`src/rtl/mult_div_pkg.sv`:
```
// -----------------------------------------------------------------------------
// mult_div_pkg
// Shared definitions for the iterative multiply/divide engine: operand width,
// iteration count, operation and state encodings, the divide-by-zero quotient
// and small helpers used when an operation is accepted.
// No ports (package).
// -----------------------------------------------------------------------------
package mult_div_pkg;

  localparam int unsigned WIDTH      = 32;
  localparam int unsigned ITERATIONS = 32;

  // Counter value of the final RUN cycle.
  localparam logic [4:0] LAST_ITER = 5'(ITERATIONS - 1);

  localparam logic [WIDTH-1:0] DIV_ZERO_QUOTIENT = 32'hFFFF_FFFF;

  typedef enum logic [1:0] {
    OP_MULTU = 2'b00,
    OP_MULT  = 2'b01,
    OP_DIVU  = 2'b10,
    OP_DIV   = 2'b11
  } opT;

  typedef enum logic [1:0] {
    ST_IDLE  = 2'b00,
    ST_RUN   = 2'b01,
    ST_FIXUP = 2'b10,
    ST_DONE  = 2'b11
  } stateT;

  // Bit 1 of the encoding selects divide, bit 0 selects signed.
  function automatic logic isDivOp(input opT op);
    isDivOp = op[1];
  endfunction

  function automatic logic isSignedOp(input opT op);
    isSignedOp = op[0];
  endfunction

  // Unsigned magnitude of an operand, one bit wider so that |0x80000000|
  // is representable without special casing.
  function automatic logic [WIDTH:0] magnitude(input logic [WIDTH-1:0] value,
                                               input logic signedOp);
    if (signedOp && value[WIDTH-1]) begin
      magnitude = {(WIDTH+1){1'b0}} - {1'b1, value};
    end else begin
      magnitude = {1'b0, value};
    end
  endfunction

endpackage

```
`src/rtl/mult_div_if.sv`:
```
// -----------------------------------------------------------------------------
// mult_div_if
// Start/busy/done handshake and operand/result bus between the execute stage
// (master) and the multiply/divide engine (slave).
//   Start, Op, A, B                          : master -> slave
//   Busy, Done, ResultHi, ResultLo, DivByZero: slave -> master
// -----------------------------------------------------------------------------
interface mult_div_if;
  import mult_div_pkg::*;

  logic             Start;
  opT               Op;
  logic [WIDTH-1:0] A;
  logic [WIDTH-1:0] B;
  logic             Busy;
  logic             Done;
  logic [WIDTH-1:0] ResultHi;
  logic [WIDTH-1:0] ResultLo;
  logic             DivByZero;

  modport master (
    output Start, Op, A, B,
    input  Busy, Done, ResultHi, ResultLo, DivByZero
  );

  modport slave (
    input  Start, Op, A, B,
    output Busy, Done, ResultHi, ResultLo, DivByZero
  );

endinterface

```
`src/rtl/mult_div_step.sv`:
```
// -----------------------------------------------------------------------------
// mult_div_step
// Combinational single-iteration datapath shared by multiply and divide.
//   isDiv   in  : 0 = shift-add multiply step, 1 = restoring divide step
//   hiIn    in  : partial sum (multiply) or partial remainder (divide)
//   loIn    in  : remaining multiplier bits (multiply) or dividend/quotient
//   operand in  : multiplicand magnitude (multiply) or divisor magnitude
//   hiOut   out : next hi word
//   loOut   out : next lo word
// Macro MULT_DIV_DIVIDER_EN compiles in the divide step; without it a divide
// iteration simply holds its state.
// -----------------------------------------------------------------------------
module mult_div_step
  import mult_div_pkg::*;
(
  input  logic             isDiv,
  input  logic [WIDTH-1:0] hiIn,
  input  logic [WIDTH-1:0] loIn,
  input  logic [WIDTH:0]   operand,
  output logic [WIDTH-1:0] hiOut,
  output logic [WIDTH-1:0] loOut
);

  logic [WIDTH:0] addend;
  logic [WIDTH:0] partial;
`ifdef MULT_DIV_DIVIDER_EN
  logic [WIDTH:0] remShift;
`endif

  // One multiply or divide iteration on the current hi/lo pair.
  always_comb begin
    addend  = {(WIDTH+1){1'b0}};
    partial = {(WIDTH+1){1'b0}};
    hiOut   = hiIn;
    loOut   = loIn;
`ifdef MULT_DIV_DIVIDER_EN
    remShift = {hiIn, loIn[WIDTH-1]};
`endif
    if (!isDiv) begin
      // The carry of the add lands in partial[WIDTH] and is shifted into hi.
      if (loIn[0]) begin
        addend = operand;
      end else begin
        addend = {(WIDTH+1){1'b0}};
      end
      partial = {1'b0, hiIn} + addend;
      hiOut   = partial[WIDTH:1];
      loOut   = {partial[0], loIn[WIDTH-1:1]};
    end else begin
`ifdef MULT_DIV_DIVIDER_EN
      // Remainder stays below the divisor, so the difference fits in WIDTH bits.
      if (remShift >= operand) begin
        hiOut = remShift[WIDTH-1:0] - operand[WIDTH-1:0];
        loOut = {loIn[WIDTH-2:0], 1'b1};
      end else begin
        hiOut = remShift[WIDTH-1:0];
        loOut = {loIn[WIDTH-2:0], 1'b0};
      end
`else
      hiOut = hiIn;
      loOut = loIn;
`endif
    end
  end

endmodule

```
`src/rtl/mult_div_unit.sv`:
```
// -----------------------------------------------------------------------------
// mult_div_unit
// Iterative 32-bit MULT/MULTU/DIV/DIVU engine feeding the HiLo unit. An
// accepted Start runs 32 RUN iterations, one FIXUP cycle for sign correction
// and result load, then a one-cycle DONE (Done pulse). Latency 34 cycles.
//   Clk   in    : rising-edge clock
//   Reset in    : synchronous active-high reset
//   bus   slave : Start/Op/A/B in; Busy/Done/ResultHi/ResultLo/DivByZero out
// Macro MULT_DIV_DIVIDER_EN: full divider compiled in. Without it, divides
// still take the full handshake and return Hi=0, Lo=0, DivByZero=1.
// -----------------------------------------------------------------------------
module mult_div_unit
  import mult_div_pkg::*;
(
  input  logic     Clk,
  input  logic     Reset,
  mult_div_if.slave bus
);

  stateT            stateR;
  logic [4:0]       countR;
  logic             opDivR;
  logic             negR;        // product / quotient must be negated
  logic [WIDTH-1:0] hiR;
  logic [WIDTH-1:0] loR;
  logic [WIDTH:0]   operandR;
  logic             busyR;
  logic             doneR;
  logic [WIDTH-1:0] resHiR;
  logic [WIDTH-1:0] resLoR;
  logic             divByZeroR;
`ifdef MULT_DIV_DIVIDER_EN
  logic             negRemR;     // remainder follows the dividend sign
  logic [WIDTH-1:0] aOrigR;      // raw dividend, returned as Hi on B == 0
`endif

  logic             acceptS;
  logic             startSignedS;
  logic             startDivS;
  logic [WIDTH:0]   startMagAS;
  logic [WIDTH:0]   startMagBS;
  logic [WIDTH-1:0] initLoS;
  logic [WIDTH:0]   initOperandS;
  logic [WIDTH-1:0] stepHiS;
  logic [WIDTH-1:0] stepLoS;
  logic [2*WIDTH-1:0] productS;
  logic [WIDTH-1:0] fixupHiS;
  logic [WIDTH-1:0] fixupLoS;
  logic             fixupDbzS;

  assign bus.Busy      = busyR;
  assign bus.Done      = doneR;
  assign bus.ResultHi  = resHiR;
  assign bus.ResultLo  = resLoR;
  assign bus.DivByZero = divByZeroR;

  // Operand preparation for an accepted Start: multiply iterates over |B|
  // with |A| as addend, divide shifts |A| out against divisor |B|.
  always_comb begin
    acceptS      = ((stateR == ST_IDLE) || (stateR == ST_DONE)) && bus.Start;
    startSignedS = isSignedOp(bus.Op);
    startDivS    = isDivOp(bus.Op);
    startMagAS   = magnitude(bus.A, startSignedS);
    startMagBS   = magnitude(bus.B, startSignedS);
    if (startDivS) begin
      initLoS      = startMagAS[WIDTH-1:0];
      initOperandS = startMagBS;
    end else begin
      initLoS      = startMagBS[WIDTH-1:0];
      initOperandS = startMagAS;
    end
  end

  mult_div_step uStep (
    .isDiv   (opDivR),
    .hiIn    (hiR),
    .loIn    (loR),
    .operand (operandR),
    .hiOut   (stepHiS),
    .loOut   (stepLoS)
  );

  // Sign correction and special cases applied to the finished iteration state.
  always_comb begin
    productS  = {hiR, loR};
    fixupHiS  = {WIDTH{1'b0}};
    fixupLoS  = {WIDTH{1'b0}};
    fixupDbzS = 1'b0;
    if (!opDivR) begin
      if (negR) begin
        productS = 64'd0 - {hiR, loR};
      end else begin
        productS = {hiR, loR};
      end
      fixupHiS  = productS[2*WIDTH-1:WIDTH];
      fixupLoS  = productS[WIDTH-1:0];
      fixupDbzS = 1'b0;
    end else begin
`ifdef MULT_DIV_DIVIDER_EN
      // operandR holds |B| for divides, so zero here means B == 0.
      if (operandR == {(WIDTH+1){1'b0}}) begin
        fixupHiS  = aOrigR;
        fixupLoS  = DIV_ZERO_QUOTIENT;
        fixupDbzS = 1'b1;
      end else begin
        if (negR) begin
          fixupLoS = 32'd0 - loR;
        end else begin
          fixupLoS = loR;
        end
        if (negRemR) begin
          fixupHiS = 32'd0 - hiR;
        end else begin
          fixupHiS = hiR;
        end
        fixupDbzS = 1'b0;
      end
`else
      fixupHiS  = {WIDTH{1'b0}};
      fixupLoS  = {WIDTH{1'b0}};
      fixupDbzS = 1'b1;
`endif
    end
  end

  // Sequencing FSM, iteration counter, datapath registers and result outputs.
  always_ff @(posedge Clk) begin
    if (Reset) begin
      stateR     <= ST_IDLE;
      countR     <= 5'd0;
      opDivR     <= 1'b0;
      negR       <= 1'b0;
      hiR        <= {WIDTH{1'b0}};
      loR        <= {WIDTH{1'b0}};
      operandR   <= {(WIDTH+1){1'b0}};
      busyR      <= 1'b0;
      doneR      <= 1'b0;
      resHiR     <= {WIDTH{1'b0}};
      resLoR     <= {WIDTH{1'b0}};
      divByZeroR <= 1'b0;
`ifdef MULT_DIV_DIVIDER_EN
      negRemR    <= 1'b0;
      aOrigR     <= {WIDTH{1'b0}};
`endif
    end else begin
      case (stateR)
        ST_IDLE, ST_DONE: begin
          doneR <= 1'b0;
          if (acceptS) begin
            stateR <= ST_RUN;
            busyR  <= 1'b1;
            countR <= 5'd0;
          end else begin
            stateR <= ST_IDLE;
            busyR  <= 1'b0;
          end
        end
        ST_RUN: begin
          hiR <= stepHiS;
          loR <= stepLoS;
          if (countR == LAST_ITER) begin
            stateR <= ST_FIXUP;
            countR <= 5'd0;
          end else begin
            countR <= countR + 5'd1;
          end
        end
        ST_FIXUP: begin
          stateR     <= ST_DONE;
          busyR      <= 1'b0;
          doneR      <= 1'b1;
          resHiR     <= fixupHiS;
          resLoR     <= fixupLoS;
          divByZeroR <= fixupDbzS;
        end
        default: begin
          stateR <= ST_IDLE;
          countR <= 5'd0;
          busyR  <= 1'b0;
          doneR  <= 1'b0;
        end
      endcase

      // Operands are captured only on the accepting edge.
      if (acceptS) begin
        hiR      <= {WIDTH{1'b0}};
        loR      <= initLoS;
        operandR <= initOperandS;
        opDivR   <= startDivS;
        negR     <= startSignedS & (bus.A[WIDTH-1] ^ bus.B[WIDTH-1]);
`ifdef MULT_DIV_DIVIDER_EN
        negRemR  <= startSignedS & bus.A[WIDTH-1];
        aOrigR   <= bus.A;
`endif
      end
    end
  end

endmodule

```
`src/flat_wrapper.sv`:
```
// flat-port wrapper written by rule: the top's interface ports become plain ports
module mult_div_unit_flat import mult_div_pkg::*;
  (Clk, Reset, bus_Start, bus_Op, bus_A, bus_B, bus_Busy, bus_Done, bus_ResultHi, bus_ResultLo, bus_DivByZero);
  mult_div_if bus_i ();
  input  logic Clk;
  input  logic Reset;
  input wire logic [$bits(bus_i.Start)-1:0] bus_Start;
  input wire logic [$bits(bus_i.Op)-1:0] bus_Op;
  input wire logic [$bits(bus_i.A)-1:0] bus_A;
  input wire logic [$bits(bus_i.B)-1:0] bus_B;
  output wire logic [$bits(bus_i.Busy)-1:0] bus_Busy;
  output wire logic [$bits(bus_i.Done)-1:0] bus_Done;
  output wire logic [$bits(bus_i.ResultHi)-1:0] bus_ResultHi;
  output wire logic [$bits(bus_i.ResultLo)-1:0] bus_ResultLo;
  output wire logic [$bits(bus_i.DivByZero)-1:0] bus_DivByZero;
  assign bus_i.Start = bus_Start;
  assign bus_i.Op = bus_Op;
  assign bus_i.A = bus_A;
  assign bus_i.B = bus_B;
  assign bus_Busy = bus_i.Busy;
  assign bus_Done = bus_i.Done;
  assign bus_ResultHi = bus_i.ResultHi;
  assign bus_ResultLo = bus_i.ResultLo;
  assign bus_DivByZero = bus_i.DivByZero;
  mult_div_unit u_core (.Clk(Clk), .Reset(Reset), .bus(bus_i));
endmodule
```
`config.mk`:
```
export PLATFORM = sky130hd
export DESIGN_NAME = mult_div_unit_flat
export DESIGN_NICKNAME = d
export VERILOG_FILES = /design/src/rtl/mult_div_pkg.sv /design/src/rtl/mult_div_if.sv /design/src/rtl/mult_div_step.sv /design/src/rtl/mult_div_unit.sv /design/src/flat_wrapper.sv
export SDC_FILE = /design/constraint.sdc
export NUM_CORES = 1
export LEC_CHECK = 0
export CORE_MARGIN = 5
export CORE_UTILIZATION = 62
export DETAILED_ROUTE_END_ITERATION = 6
export GPL_TIMING_DRIVEN = 0
export PLACE_DENSITY = 0.88
export SYNTH_ARGS = -nofsm -noshare
export SYNTH_HDL_FRONTEND = slang
export SYNTH_SLANG_ARGS = --single-unit
```
`constraint.sdc`:
```
create_clock -name Clk -period 9.5 [get_ports Clk]
set_clock_uncertainty 0.05 [all_clocks]
set_input_delay 1.425 -clock Clk [delete_from_list [all_inputs] [get_ports Clk]]
set_output_delay 1.425 -clock Clk [all_outputs]
set_load 0.02 [all_outputs]
```
==> results.yml, run 1 <==
run_status:
  outcome: "completed"
finish:
  fillers: 1340
  drive_gt1_share_pct: 3.35
  num_antenna_cells: 0
  final_nets: 1739
  syn_to_final_growth_pct: 19.5
  fin_area_mm2: 0.0137
  final_util_pct: 75.6
sta:
  max_freq_ghz: 0.227
  fin_crit_sh_pct: 46.4
  fin_tns_setup_ns: 0
  slew_violations: 0
  hold-worst-slack_ns: 0.408
  fin_ws_ns: 5.09
  post-route-min-period_ns: 4.41
  grt_setup_unrepaired: "no"
  hold_viol: 0
  finalSetupViolations: 0
  slew_headroom_pct: 43.4
  worst_slew_pin_slew_ns: 0.841
power:
  ir_worst_vdd_mv: 0.157
  p_per_area_mw_per_mm2: 218
  leakage_uw: 0.00518
critical_path:
  crit_path_start_kind: "input port"
  critPathRequiredTime_ns: 9.81
  r2r-start: "u_core.loR[0]"
  crit_start: "bus_B[4]"
  crit_arrival_ns: 4.72
  worstSetupEndpointType: "flip-flop"
  path_max_fanout: 8
  crit_type: "in2reg"
drt:
  drt-total-wl_mm: 38.2
  routedWlPerCell_um: 20.4
  drc: 0
  dr.pass1.iters: 6
  vias: 12400
  drt_iter0_drc: 1529
  vias_per_cell: 6.61
  postRouteAntennaNets: 0
yosys:
  syn_area_per_cell_um2: 7.75
  synth_edf_count: 0
  synth_largest_area_cell: "dfxtp_1"
  synth_adder_area_share_pct: 4.55
  yosysSeqAreaShare_pct: 30.3
  synth_cell_types: 71
  synthesis.nets: 1586
  synth-compound-area-share_pct: 24.8
  synthSimpleGateAreaFrac_pct: 23.9
  yosysWarnings: 0
  synth-seq-cells: 173
  synth_area_leaders: "dfxtp_1, xnor2_1, a21oi_1"
  synth_top_family_by_area: "compound AO/OA/AOI/OAI gates"
  netlist_area_mm2: 0.0114
  synth_mux_area_share_pct: 1.49
  async_reset_ff_share_pct: 0
  ys.flop_type: "dfxtp_1"
  syn_inst: 1476
  synth_top_area_share_pct: 30.3
  synth_xor_area_share_pct: 11.0
floorplan:
  num_rows: 49
  dieArea_mm2: 0.0213
  core_mm2: 0.0181
  fp.dieH_um: 146
  start_util_pct: 63.3
  io_pins: 136
  die_x_um: 146
place:
  hpwl_mm: 29.2
  io_buffers: 134
  pre_cts_slack_ns: 4.73
  place_area_mm2: 0.0131
  gp_congestion: 0.999
clock_network:
  ctsResizeCount: 0
  cts_setup_buffers: 0
  insertion_delay_ns: 0.44
  ctsHtreeMaxLevel: 4
  hold_buffers: 0
  cts.sinks: 173
  numCtsBuffers: 17
  cts_tree: "yes"
  clockRootBuffer: "clkbuf_16"
  clk_pin_slew_ns: 0.07
  clockBufferDepth: 2
global_routing:
  antenna_found_initial: 0
  grt_pass1_vias: 11300
  grt_overflow: 0
  grt_pass1_wl_mm: 59.3
  track_usage_pct: 34.1
  grt_max_degree: 17
hold_path:
  hp-class: "reg2reg"
  hold_start: "u_core.operandR[13]"
job:
  max-cap-violations: 0
kinds of logic after synthesis:
logic type / count (synthesis)
AO/OA/AOI/OAI: 438
multiplexers: 17
XOR/XNOR: 144
flip-flops: 173
adder cells (fa/ha/maj): 41
AND/OR/NAND/NOR: 544
buffers and inverters: 119
cells in the mapped netlist, types with 7 or more instances:
cell      count
and2_1       42
nor3_1       24
o31ai_1      22
nand2b_1     13
ha_1         40
a21oi_1     145
buf_1         8
a211oi_1     18
or4_1        21
or3_1        14
nand3b_1     12
xnor2_1     104
nand3_1      28
nor2b_1      29
mux2i_1      17
a31oi_1      20
o21ai_0      88
o211ai_1     14
o41ai_1       7
nor4_1       16
a311oi_1     10
o221ai_1     12
clkbuf_1     80
inv_1        27
a21o_1       11
o21a_1        9
nor2_1      120
nand4_1      10
xor2_1       40
a22o_1       43
dfxtp_1     173
and3_1        8
nand2_1     180
cell type report:
type                    count  area [um^2]  area share [%]
plain buffers              91          358            2.62
repair buffers            134         1340            9.81
well taps                 229          287            2.09
clock buffers              17          425            3.11
clock inverters            14          181            1.33
inverters                  28          105           0.768
flip-flops and latches    173         3460            25.3
multi-input cells        1184         7520            55.0
metal layers:
layer | vias to the layer above | GRT usage, % | part of all wire, %
met2 | 908 | 53.5 | 43
li1 | 5623 | - | -
met4 | 0 | 14.0 | 4.3
met1 | 5670 | 46.2 | 40
met3 | 155 | 6.79 | 13
met5 | - | 0 | 0
where the power goes:
part | total [uW] | switching, uW | internal (uW)
Sequential | 1020 | 164 | 853
Combinational | 1230 | 782 | 449
Clock | 735 | 317 | 419
Total | 2980 | 1260 | 1720
state kept, by name (all words and copies together), names as in the netlist, 2 cells and up:
name / cells
u_core.bus.ResultLo: 32
u_core.stateR: 2
u_core.hiR: 32
u_core.operandR: 33
u_core.countR: 5
u_core.bus.ResultHi: 32
u_core.loR: 32
layout by cell type, fill, tap and decap left out, types with 16 or more instances in the layout:
cell	Yosys	routed
mux2i_1	17	17
clkdlybuf4s50_1	0	134
a22o_1	43	43
nor3_1	24	24
a211oi_1	18	18
ha_1	40	40
xnor2_1	104	104
a31oi_1	20	20
nand3_1	28	28
inv_1	27	27
o21ai_0	88	88
clkbuf_1	80	80
nor2b_1	29	29
a21oi_1	145	145
xor2_1	40	40
dfxtp_1	173	173
o31ai_1	22	22
clkbuf_16	0	17
nor4_1	16	16
or4_1	21	21
nor2_1	120	120
and2_1	42	42
nand2_1	180	180
worst max-delay path: stages:
cell	delay, ns
clkdlybuf4s50_1	0.46
or4_1	0.53
clkbuf_1	0.17
nor4_2	0.65
and3b_1	0.34
nor4bb_1	0.45
o21ai_0	0.25
nand2_1	0.10
o21ai_0	0.12
a211oi_1	0.23
worst paths after layout:
check | depth (start not counted) | slack (ns) | end
worst max-delay path | 10 | 5.09 | u_core.loR[31]
worst min register to register | 2 | 0.41 | u_core.operandR[13]
worst max register to register | 13 | 5.38 | u_core.hiR[25]
worst min-delay path | 2 | 0.41 | u_core.operandR[13]
through the flow:
| stage | cells | total power [uW] |
|---|---|---|
| 6_report | 1870 | 2980 |
| 5_1_grt | 1870 | 3100 |
| 4_1_cts | 1870 | 2930 |
| 3_5_place_dp | 1839 | 2190 |
| 3_3_place_gp | 1839 | 2160 |
| 2_1_floorplan | 1476 | 1780 |
(Power assumes the default switching activity.)
==> inputs of run 2 (changes only) <==
CORE_UTILIZATION = 57   (was 62)
PLACE_DENSITY = 0.82   (was 0.88)
clock period = 4.39 ns   (was 9.5 ns; I/O delays follow)
==> run 2 against run 1 <==
Wire length is 1.7% higher. Die area is 8.2% higher. Cell count is 2.0% higher. Clock power is 110% higher. Final area is 0.26% higher. Flip-flop and latch count stayed put. Non-clock buffer count stayed put. Sequential share of layout area is 0.065 points lower. Clock-buffer cell count is 2 higher. Register-to-register slack worse by 5.2 ns. Combinational power is 110% higher. Setup slack worse by 4.9 ns.
==> results.yml, run 2 (synthesis gave the netlist of run 1 again) <==
run_status:
  outcome: "completed"
finish:
  syn_to_final_growth_pct: 19.8
  mostFrequentLayoutCell: "nand2_1"
  num_antenna_cells: 0
  layout_common_cells: "nand2_1, dfxtp_1, a21oi_1"
  largest_register_ffs: 33
  final_nets: 1739
  regMostFlops: "u_core.operandR"
  drive_gt1_share_pct: 3.35
  fillers: 1672
power:
  p_per_area_mw_per_mm2: 466
  total_power_uw: 6390
  leakage_uw: 0.00517
  ir_worst_vdd_mv: 0.302
clock_network:
  ctsHtreeMaxLevel: 4
  numCtsBuffers: 17
  clockRootBuffer: "clkbuf_16"
  cts_tree: "yes"
  cts.sinks: 173
  cts_setup_buffers: 0
  hold_buffers: 0
  clk_pin_slew_ns: 0.07
  ctsResizeCount: 0
  insertion_delay_ns: 0.44
  clockBufferDepth: 2
drt:
  drt-total-wl_mm: 38.8
  drc: 0
  vias_per_cell: 6.23
  vias: 11900
  routedWlPerCell_um: 20.3
  dr.pass1.iters: 6
  drt_iter0_drc: 1138
  postRouteAntennaNets: 0
critical_path:
  crit_type: "reg2reg"
  crit_arrival_ns: 4.52
  critPathRequiredTime_ns: 4.72
  worstSetupEndpointType: "flip-flop"
  path_max_fanout: 10
  crit_path_start_kind: "flip-flop"
place:
  hpwl_mm: 30.7
  pre_cts_slack_ns: 0.233
  io_buffers: 134
  gp_congestion: 1.00
floorplan:
  die_x_um: 152
  num_rows: 51
  start_util_pct: 58.4
  io_pins: 136
  dieArea_mm2: 0.0230
  fp.dieH_um: 152
  core_mm2: 0.0196
global_routing:
  grt_pass1_wl_mm: 60.3
  track_usage_pct: 33.5
  grt_overflow: 0
  antenna_found_initial: 0
  grt_pass1_vias: 11200
  grt_max_degree: 17
job:
  max-cap-violations: 0
sta:
  fin_crit_sh_pct: 95.3
  fin_tns_setup_ns: 0
  hold-worst-slack_ns: 0.402
  worst_slew_pin_slew_ns: 0.847
  grt_setup_unrepaired: "no"
  fin_ws_ns: 0.205
  max_freq_ghz: 0.239
  hold_viol: 0
  finalSetupViolations: 0
  slew_violations: 0
  slew_headroom_pct: 43.5
  post-route-min-period_ns: 4.19
hold_path:
  hp-class: "reg2reg"
[run 2: changes by cell type in the layout (fill, tap and decap cells not counted), sizes merged]
cell,delta
clkinvlp,+1
inv,-2
bufinv,-1
clkinv,+1
clkbuf,+2
[run 2: worst max-delay path, stage by stage (launching register included)]
cell and delay [ns]:
dfxtp_1 0.31, clkbuf_1 0.56, clkbuf_1 0.39, and2_1 0.22
ha_1 0.19, fa_1 0.24, a211oi_1 0.09, nor2_1 0.27
o21a_1 0.15, nor2_1 0.06, o21ai_0 0.56, a31oi_1 0.38
or4_1 0.56, nand3_1 0.09
[run 2: final cells by class]
type | count | area (um^2) | area share [%]
inverters | 28 | 105 | 0.766
flip-flops and latches | 173 | 3460 | 25.3
multi-input cells | 1184 | 7520 | 54.8
clock buffers | 19 | 443 | 3.23
repair buffers | 134 | 1340 | 9.78
plain buffers | 91 | 358 | 2.61
clock inverters | 13 | 154 | 1.12
well taps | 265 | 332 | 2.42
[run 2: report_power, final]
part	total, uW	internal, uW	switching, uW
Combinational	2630	971	1660
Sequential	2190	1850	345
Clock	1560	868	695
[run 2: final timing paths]
kind | from | to | slack [ns] | depth (start not counted)
worst min register to register | u_core.operandR[14] | u_core.operandR[14] | 0.40 | 1
worst max register to register | u_core.loR[0] | u_core.hiR[25] | 0.20 | 13
worst max-delay path | u_core.loR[0] | u_core.hiR[25] | 0.20 | 13
worst min-delay path | u_core.operandR[14] | u_core.operandR[14] | 0.40 | 1
[run 2: per-layer routing]
layer,up-vias,global-route usage (%),part of all wire (%)
met4,0,12.6,3.5
met5,-,0,0
li1,5625,-,-
met1,5508,46.8,43
met2,657,51.2,43
met3,100,6.42,11
[run 2: stage by stage]
stage / cells / utilization (%) / area (um^2)
floorplan: 1476 / - / 11400
global placement: 1875 / 67.0 / 13100
detailed placement: 1875 / 67.0 / 13100
CTS: 1907 / 70.0 / 13700
global route: 1907 / 70.0 / 13700
finish: 1907 / 70.0 / 13700
